===== config.mk =====
export PLATFORM = sky130hd
export DESIGN_NAME = banco_registrador_placar
export DESIGN_NICKNAME = d
export VERILOG_FILES = /design/src/rtl/banco_registrador_placar_pkg.sv /design/src/rtl/banco_registrador_placar_placar_registrador.sv /design/src/rtl/banco_registrador_placar.sv
export SDC_FILE = /design/constraint.sdc
export NUM_CORES = 1
export LEC_CHECK = 0
export ABC_AREA = 0
export CAP_MARGIN = 20
export CORE_MARGIN = 10
export CORE_UTILIZATION = 40
export CTS_BUF_LIST = sky130_fd_sc_hd__clkbuf_2
export DETAILED_ROUTE_END_ITERATION = 12
export PLACE_DENSITY_LB_ADDON = 0.2
export RECOVER_POWER = 100
export SLEW_MARGIN = 20
export SYNTH_ARGS = -nofsm -noshare
export SYNTH_HDL_FRONTEND = slang
export SYNTH_SLANG_ARGS = --single-unit

===== constraint.sdc =====
create_clock -name clk -period 4 [get_ports clk]
set_input_delay 0.8 -clock clk [delete_from_list [all_inputs] [get_ports clk]]
set_output_delay 0.8 -clock clk [all_outputs]
set_load 0.02 [all_outputs]

===== src/rtl/banco_registrador_placar_pkg.sv =====
// Shared constants for the register bank and its scoreboard.
// Decode and writeback import the same defaults so widths stay consistent.
package banco_registrador_placar_pkg;

    localparam int XLEN_DEFAULT       = 32;
    localparam int AMOUNT_DEFAULT     = 16;
    localparam int ADDRESSLEN_DEFAULT = 4;

    // Index of the hardwired-zero register; it is never written nor reserved.
    localparam int ZERO_REG = 0;

endpackage


===== src/rtl/banco_registrador_placar_placar_registrador.sv =====
// Scoreboard of pending writes: one busy bit per register plus a running
// count of set bits. Priority within a cycle is flush, then release by the
// writeback port, then reservation by decode, so a new producer always wins.
module placar_registrador
    import banco_registrador_placar_pkg::*;
#(
    parameter int AMOUNT     = AMOUNT_DEFAULT,
    parameter int ADDRESSLEN = ADDRESSLEN_DEFAULT
) (
    input  logic                  clk,
    input  logic                  reset,
    input  logic                  wEn,
    input  logic [ADDRESSLEN-1:0] rd,
    input  logic                  resEn,
    input  logic [ADDRESSLEN-1:0] resAddr,
    input  logic                  flush,
    output logic [AMOUNT-1:0]     busy,
    output logic [ADDRESSLEN:0]   pendingCount
);

    localparam logic [ADDRESSLEN-1:0] ZERO_ADDR = ADDRESSLEN'(ZERO_REG);

    logic [AMOUNT-1:0]   busy_next;
    logic [ADDRESSLEN:0] count_next;

    // Next busy vector: flush clears everything, release clears rd, reserve sets resAddr last.
    always_comb begin
        // NOTE: every combinational output gets a default first so no path leaves it unassigned (no latch).
        busy_next = flush ? '0 : busy;
        if (wEn && rd != ZERO_ADDR) begin
            busy_next[rd] = 1'b0;
        end
        if (resEn && resAddr != ZERO_ADDR) begin
            busy_next[resAddr] = 1'b1;
        end
        busy_next[ZERO_REG] = 1'b0;
    end

    // Population count of the next busy vector, so the count updates with busy.
    always_comb begin
        count_next = '0;
        for (int i = 0; i < AMOUNT; i++) begin
            count_next = count_next + (ADDRESSLEN+1)'(busy_next[i]);
        end
    end

    // Busy vector and count registers.
    always_ff @(posedge clk or negedge reset) begin
        if (!reset) begin
            busy         <= '0;
            pendingCount <= '0;
        end else begin
            // NOTE: sequential state uses non-blocking assignments so every flop samples pre-edge values.
            busy         <= busy_next;
            pendingCount <= count_next;
        end
    end

endmodule


===== src/rtl/banco_registrador_placar.sv =====
// Register bank with two registered read ports, write-to-read bypass, one
// write port and an integrated pending-write scoreboard. Register 0 reads
// as zero and is never reserved. All outputs come straight from flops.
module banco_registrador_placar
    import banco_registrador_placar_pkg::*;
#(
    parameter int XLEN       = XLEN_DEFAULT,
    parameter int AMOUNT     = AMOUNT_DEFAULT,
    parameter int ADDRESSLEN = ADDRESSLEN_DEFAULT
) (
    input  logic                  clk,
    input  logic                  reset,
    input  logic                  rEn,
    input  logic [ADDRESSLEN-1:0] rs1,
    input  logic [ADDRESSLEN-1:0] rs2,
    output logic [XLEN-1:0]       r1,
    output logic [XLEN-1:0]       r2,
    output logic                  r1Busy,
    output logic                  r2Busy,
    input  logic                  wEn,
    input  logic [ADDRESSLEN-1:0] rd,
    input  logic [XLEN-1:0]       data,
    input  logic                  resEn,
    input  logic [ADDRESSLEN-1:0] resAddr,
    input  logic                  flush,
    output logic [AMOUNT-1:0]     busy,
    output logic [ADDRESSLEN:0]   pendingCount
);

    localparam logic [ADDRESSLEN-1:0] ZERO_ADDR = ADDRESSLEN'(ZERO_REG);

    logic [XLEN-1:0]       registers [AMOUNT];
    logic [ADDRESSLEN-1:0] rs        [2];
    logic [XLEN-1:0]       rdata_next[2];
    logic                  rbusy_next[2];

    assign rs[0] = rs1;
    assign rs[1] = rs2;

    placar_registrador #(
        .AMOUNT     (AMOUNT),
        .ADDRESSLEN (ADDRESSLEN)
    ) u_placar (
        .clk          (clk),
        .reset        (reset),
        .wEn          (wEn),
        .rd           (rd),
        .resEn        (resEn),
        .resAddr      (resAddr),
        .flush        (flush),
        .busy         (busy),
        .pendingCount (pendingCount)
    );

    // Read-port selection: zero register, then same-cycle write bypass, then storage.
    always_comb begin
        for (int p = 0; p < 2; p++) begin
            logic res_hit;
            res_hit       = resEn && (resAddr == rs[p]);
            rdata_next[p] = registers[rs[p]];
            rbusy_next[p] = busy[rs[p]] | res_hit;
            if (rs[p] == ZERO_ADDR) begin
                rdata_next[p] = '0;
                rbusy_next[p] = 1'b0;
            end else if (wEn && rd == rs[p]) begin
                rdata_next[p] = data;
                rbusy_next[p] = res_hit;
            end
        end
    end

    // Storage array; register 0 is never written and stays at zero.
    always_ff @(posedge clk or negedge reset) begin
        if (!reset) begin
            // NOTE: the array is reset because the bank must read all-zero after reset; this rules out a RAM macro.
            for (int i = 0; i < AMOUNT; i++) begin
                registers[i] <= '0;
            end
        end else if (wEn && rd != ZERO_ADDR) begin
            registers[rd] <= data;
        end
    end

    // Registered read ports; rEn low holds the previous sample.
    always_ff @(posedge clk or negedge reset) begin
        if (!reset) begin
            r1     <= '0;
            r2     <= '0;
            r1Busy <= 1'b0;
            r2Busy <= 1'b0;
        end else if (rEn) begin
            r1     <= rdata_next[0];
            r2     <= rdata_next[1];
            r1Busy <= rbusy_next[0];
            r2Busy <= rbusy_next[1];
        end
    end

endmodule


==> metrics.cfg, run 1 <==
[synth]
synthTopCellsByArea = dfrtp_1 (49%), mux4_2 (19%), mux2_2 (18%)
synth_warnings = 0
synth_top_area_share_pct = 49.3
synth_edf_count = 0
yosysSeqAreaShare_pct = 49.3
synth_nets = 2069
syn_area_um2 = 30300
async_flop_share_pct = 100
synth_top_area_cell = dfrtp_1
ys_ff_latch = 598
syn_avg_cell_area_um2 = 15.2
ys.flop_type = dfrtp_1
synthCells = 2000
ys_types = 43

[job]
drv_cap = 15

[global_route]
grt_max_degree = 121
antenna_found_initial = 7
overflow = 0
grt_pass1_wl_um = 141000
grt_usage_pct = 21.5
grt_pass1_vias = 21939

[power_and_ir_drop]
p_int_mw = 11.3
power.share.clock_pct = 25.7
swShare_pct = 31.1
combPwrFrac_pct = 24.3
power_density_nw_per_um2 = 478
power.leakage_nw = 14.5
switchingPower_mw = 5.10
peakVddDrop_mv = 0.199
p_seq_share_pct = 50.0

[cts]
clkTransAtPathRegs_ps = 100
cts_setup_buffers = 0
cts_buffer_depth = 3
clk_latency_ps = 1350
root_buffer = clkbuf_2
cts_made_buffers = 163
cts_sinks = 598
htree_levels = 4
cts_tree = built

[finish]
final_common_cell = dfrtp_1
layout_common_cells = dfrtp_1 (598), mux2_2 (484), mux4_2 (260)
area.growth.synth_to_final_pct = 13.2
layout-drive-gt1-share_pct = 49.5
post-route-util_pct = 45.9
final_cells = 3265
nNetsFinal = 2247

[floorplan]
die_y_um = 295
core_area_um2 = 74800
die_w_um = 295
dieArea_um2 = 87200
initial_core_util_pct = 40.5
core.rowCount = 100
io_pins = 141

[sta]
fin_crit_sh_pct = 97.3
fin_setup_tns_ps = 0
slew_viol_final = 510
worst_pin_slew_ps = 3300
hold_viol = 0
rsz0062_at_grt = no
fmax_ghz = 0.257
fin_crit_ps = 3890
setup_viol = 0
finClkSkew_ps = 82.3
maxSlewHeadroom_pct = -120

[detailed_routing]
ant_nets = 0
drc_errors = 0
vias = 19862
top_layer = met5
first_iter_violations = 1407
firstDrtPassIters = 6
vias_per_cell = 6.08
wl_met2_um = 45300
met1_length_um = 38800
wl_per_cell_um = 28.3
drt-total-wl_um = 92400
wl_met3_um = 5090

[status]
violations = max-capacitance violations, max-slew violations
status = complete, but fails checks

[min_path]
hold_path.class = in2reg

[placement]
gp_congestion = 0.826
dp.cells = 2977
dp_hpwl_um = 53200
port_buffers = 139

[critical_path]
cp_cell_sequence = clkdlybuf4s50_1 -> buf_4 -> nand3b_1 -> nor2_4 -> o32ai_1 -> clkbuf_1 -> fa_1 -> inv_1 -> fa_1 -> fa_1 -> fa_1 -> inv_1 -> ha_1 -> a21o_1 -> a21oi_1 -> xnor2_1
worstReg2RegStart = u_placar.busy[1]$_DFF_PN0_
reg2reg_depth = 12
worstSetupPathDepth = 16
slowest_delay_ps = 560
r2r_end = u_placar.pendingCount[3]$_DFF_PN0_
endpoint = u_placar.pendingCount[3]$_DFF_PN0_
worst_setup_path_start_kind = input port
cp_top_family = adder cells
crit_path_start = rd[2]
cpMostUsedCell = fa_1
crit_type = in2reg
rrSetupSlack_ps = 170
end_kind = flop
cp_max_fo = 5
slowest_stage = clkdlybuf4s50_1
path_buf_inv = 5
crit_arrival_ps = 5160
crit_required_ps = 5270

[layer usage]
metal  vias up  track usage (%)
met3       227             4.30
met1     10698             27.6
met5         -                0
li1       8244                -
met4         6             8.49
met2       687             35.4
[power by group through the flow]
stage	Combinational, mW	Clock (mW)	Sequential (mW)
detailed placement	4.07	0	8.30
global route	4.28	4.73	8.37
finish	3.98	4.23	8.20
CTS	4.08	4.39	8.19
floorplan	2.77	0	8.18
global placement	3.97	0	8.18
[cell families after synthesis]
family / after synthesis / share of synthesized area [%]
other: 1 / 0.0124
XOR/XNOR: 18 / 0.520
multiplexers: 752 / 37.5
adder cells (fa/ha/maj): 15 / 0.841
buffers and inverters: 266 / 3.99
AND/OR/NAND/NOR: 128 / 2.16
flip-flops: 598 / 49.3
AO/OA/AOI/OAI: 222 / 5.60
[area by class of cell]
class / count / area [um^2]
fill: 6716 / 40500
sequential: 598 / 15000
multi-input combinational: 1136 / 14300
timing repair buffer: 247 / 2350
tap: 969 / 1210
clock buffer: 240 / 1200
clock inverter: 37 / 176
inverter: 32 / 120
antenna: 6 / 15.0
[worst reg2reg max path: cells and delay by family (launching register included)]
family | cells | cell delay [ps]
DFF | 1 | 450
buffers and inverters | 2 | 90
adders and majority gates | 6 | 2440
xor gates and xnor gates | 1 | 140
AOI/OAI and AO/OA | 3 | 630
[timing repair]
action	in CTS	in global routing
setup endpoints to repair	0	1
gates resized for setup	0	2
endpoints found under the hold margin	105	40
hold buffers	3	1
[metrics by stage]
| stage | setup slack (ps) | hold slack (ps) | area, um^2 | total power, mW |
|---|---|---|---|---|
| floorplan | -744 | 441 | 30500 | 11.0 |
| global placement | -1220 | 376 | 33100 | 12.2 |
| detailed placement | -1250 | 383 | 33100 | 12.4 |
| CTS | 181 | 14.1 | 34500 | 16.7 |
| global route | 19.5 | 35.0 | 34300 | 17.4 |
| finish | 108 | 121 | 34300 | 16.4 |
[state kept, by name (all words and copies together) (netlist names)]
signal,count
u_placar.pendingCount,5
r1,32
r2Busy,1
u_placar.busy,15
r2,32
registers,512
r1Busy,1
[synth_stat cells, drive strengths merged (3+ instances only)]
cell type	instances
mux2	484
or2	4
nand2	7
a21oi	3
fa	9
o22ai	125
dfrtp	598
mux2i	8
nand3	9
nor2b	5
a31o	4
or3	3
ha	6
a221o	63
xor2	12
o31ai	3
nand3b	3
nor3	65
mux4	260
inv	32
buf	114
o32ai	11
xnor2	6
clkbuf	120
nand2b	11
nor2	16
o21ai	5
[worst min-delay path by stage]
| stage | end | from | cells past startpoint |
|---|---|---|---|
| finish | u_placar.busy[2]$_DFF_PN0_ | rd[3] | 4 |
| floorplan | registers[480]$_DFFE_PN0P_ | registers[480]$_DFFE_PN0P_ | 1 |
| global placement | registers[492]$_DFFE_PN0P_ | registers[492]$_DFFE_PN0P_ | 0 |
| detailed placement | registers[503]$_DFFE_PN0P_ | registers[503]$_DFFE_PN0P_ | 0 |
| CTS | r2Busy$_DFFE_PN0P_ | rs2[2] | 5 |
| global route | u_placar.busy[2]$_DFF_PN0_ | rd[3] | 4 |
(Power assumes the default switching activity.)
==> inputs of run 2 (changes only) <==
--- a/config.mk
+++ b/config.mk
@@ -8,7 +8,7 @@
 export ABC_AREA = 0
 export CAP_MARGIN = 20
 export CORE_MARGIN = 10
-export CORE_UTILIZATION = 40
+export CORE_UTILIZATION = 30
 export CTS_BUF_LIST = sky130_fd_sc_hd__clkbuf_2
 export DETAILED_ROUTE_END_ITERATION = 12
 export PLACE_DENSITY_LB_ADDON = 0.2
==> metrics.cfg, run 2 (same netlist as run 1, synthesis figures left out) <==
[status]
status = complete, but fails checks
violations = max-capacitance violations, max-slew violations

[critical_path]
crit_type = reg2reg
worst_setup_path_start_kind = flop
crit_required_ps = 5280
crit_arrival_ps = 5150
cpMostUsedCell = fa_1
slowest_stage = fa_1
crit_path_start = u_placar.busy[2]$_DFF_PN0_
cp_max_fo = 4
end_kind = flop
worstReg2RegStart = u_placar.busy[2]$_DFF_PN0_
slowest_delay_ps = 540
cp_cell_sequence = a31o_4 -> ha_4 -> inv_1 -> fa_1 -> fa_1 -> fa_1 -> fa_1 -> inv_1 -> ha_1 -> inv_2 -> fa_2 -> inv_1

[power_and_ir_drop]
swShare_pct = 30.5
p_seq_share_pct = 47.7
power.leakage_nw = 14.6
switchingPower_mw = 5.25
p_total_mw = 17.2
power_density_nw_per_um2 = 490
power.share.clock_pct = 28.8
p_int_mw = 11.9
peakVddDrop_mv = 0.200
combPwrFrac_pct = 23.5

[finish]
area.growth.synth_to_final_pct = 15.5
nNetsFinal = 2260
final_area_um2 = 35000
layout-drive-gt1-share_pct = 49.7
final_common_cell = dfrtp_1
layout_common_cells = dfrtp_1 (596), mux2_2 (484), clkbuf_2 (268)
largest_register = registers
final_cells = 3623
largest_register_ffs = 512
largest_registers = registers: 512 flops, r1: 32 flops, r2: 32 flops

[sta]
fmax_ghz = 0.259
fin_crit_sh_pct = 96.6
slew_viol_final = 559
rsz0062_at_grt = no
hold_viol = 0
fin_crit_ps = 3860
finClkSkew_ps = 75.9
setup_viol = 0
setup_ws_ps = 136
worst_pin_slew_ps = 2340
maxSlewHeadroom_pct = -55.7
fin_setup_tns_ps = 0

[detailed_routing]
first_iter_violations = 1269
firstDrtPassIters = 7
vias = 20049
drt-total-wl_um = 101000
wl_per_cell_um = 27.8
vias_per_cell = 5.53
ant_nets = 0
drc_errors = 0

[min_path]
worstHoldStart = rs1[0]
hold_path.class = in2reg

[cts]
cts_sinks = 598
cts_buffer_depth = 3
cts_setup_buffers = 0
cts_made_buffers = 167
root_buffer = clkbuf_2
cts_tree = built
clk_latency_ps = 1410
htree_levels = 4
clkTransAtPathRegs_ps = 120

[placement]
port_buffers = 139
dp_hpwl_um = 57800
dp.cells = 3317
pre_cts_ws_ps = -1240
gp_congestion = 0.801
dpl-instance-area_um2 = 33600

[floorplan]
dieArea_um2 = 114000
io_pins = 141
die_y_um = 338
initial_core_util_pct = 30.3
core.rowCount = 116
die_w_um = 338
core_area_um2 = 100000

[global_route]
grt_pass1_wl_um = 150000
grt_pass1_vias = 21825
overflow = 0
grt_usage_pct = 17.8
antenna_found_initial = 5
grt_max_degree = 88

[job]
drv_cap = 18

run 2: per-layer routing:
metal  up-vias  track usage [%]  part of all wire, %
met5         -                0                0.012
li1       8297                -                    -
met2       647             29.7                   50
met1     10924             22.7                   42
met3       179             3.83                  5.3
met4         2             5.72                  2.4
run 2: worst paths after layout:
path	depth (start not counted)	slack (ps)	to
min in group asynchronous	3	1200	registers[92]$_DFFE_PN0P_
setup / recovery	12	140	u_placar.pendingCount[1]$_DFF_PN0_
hold / removal	6	210	r1[30]$_DFFE_PN0P_
setup reg to reg	12	140	u_placar.pendingCount[1]$_DFF_PN0_
hold reg to reg	0	400	registers[484]$_DFFE_PN0P_
max in group asynchronous	4	470	registers[198]$_DFFE_PN0P_
run 2: power groups by stage:
stage	clock network (mW)	logic (mW)	registers (mW)
floorplan	0	2.77	8.18
global placement	0	4.07	8.19
detailed placement	0	4.15	8.31
CTS	5.16	4.17	8.19
global route	5.47	4.33	8.38
finish	4.95	4.03	8.20
run 2: cell type report:
cell class,count,area (um^2)
inverters,32,120
repair buffers,256,2350
fillers,9756,65100
clock inverters,45,414
diodes,10,25.0
clock buffers,248,1240
multi-input cells,1136,14300
flip-flops and latches,598,15000
well taps,1298,1620
run 2: worst max-delay path, delay by kind of cell (launching register included):
kind	cells	cell delay (ps)
compound gates	1	280
buf+inv	4	190
fa+ha+maj	7	2820
flops	1	480
run 2: repair_timing:
item                                   in CTS  in global routing
hold buffers                                3                  0
resized for setup                           0                  6
setup endpoints to repair                   0                  3
endpoints found under the hold margin     466                  0
run 2: metrics by stage:
step | utilization [%] | hold slack (ps)
2_1_floorplan | - | 441
3_3_place_gp | 33.5 | 376
3_5_place_dp | 33.5 | 383
4_1_cts | 35.2 | 25.1
5_1_grt | 35.0 | 94.5
6_report | 35.0 | 210
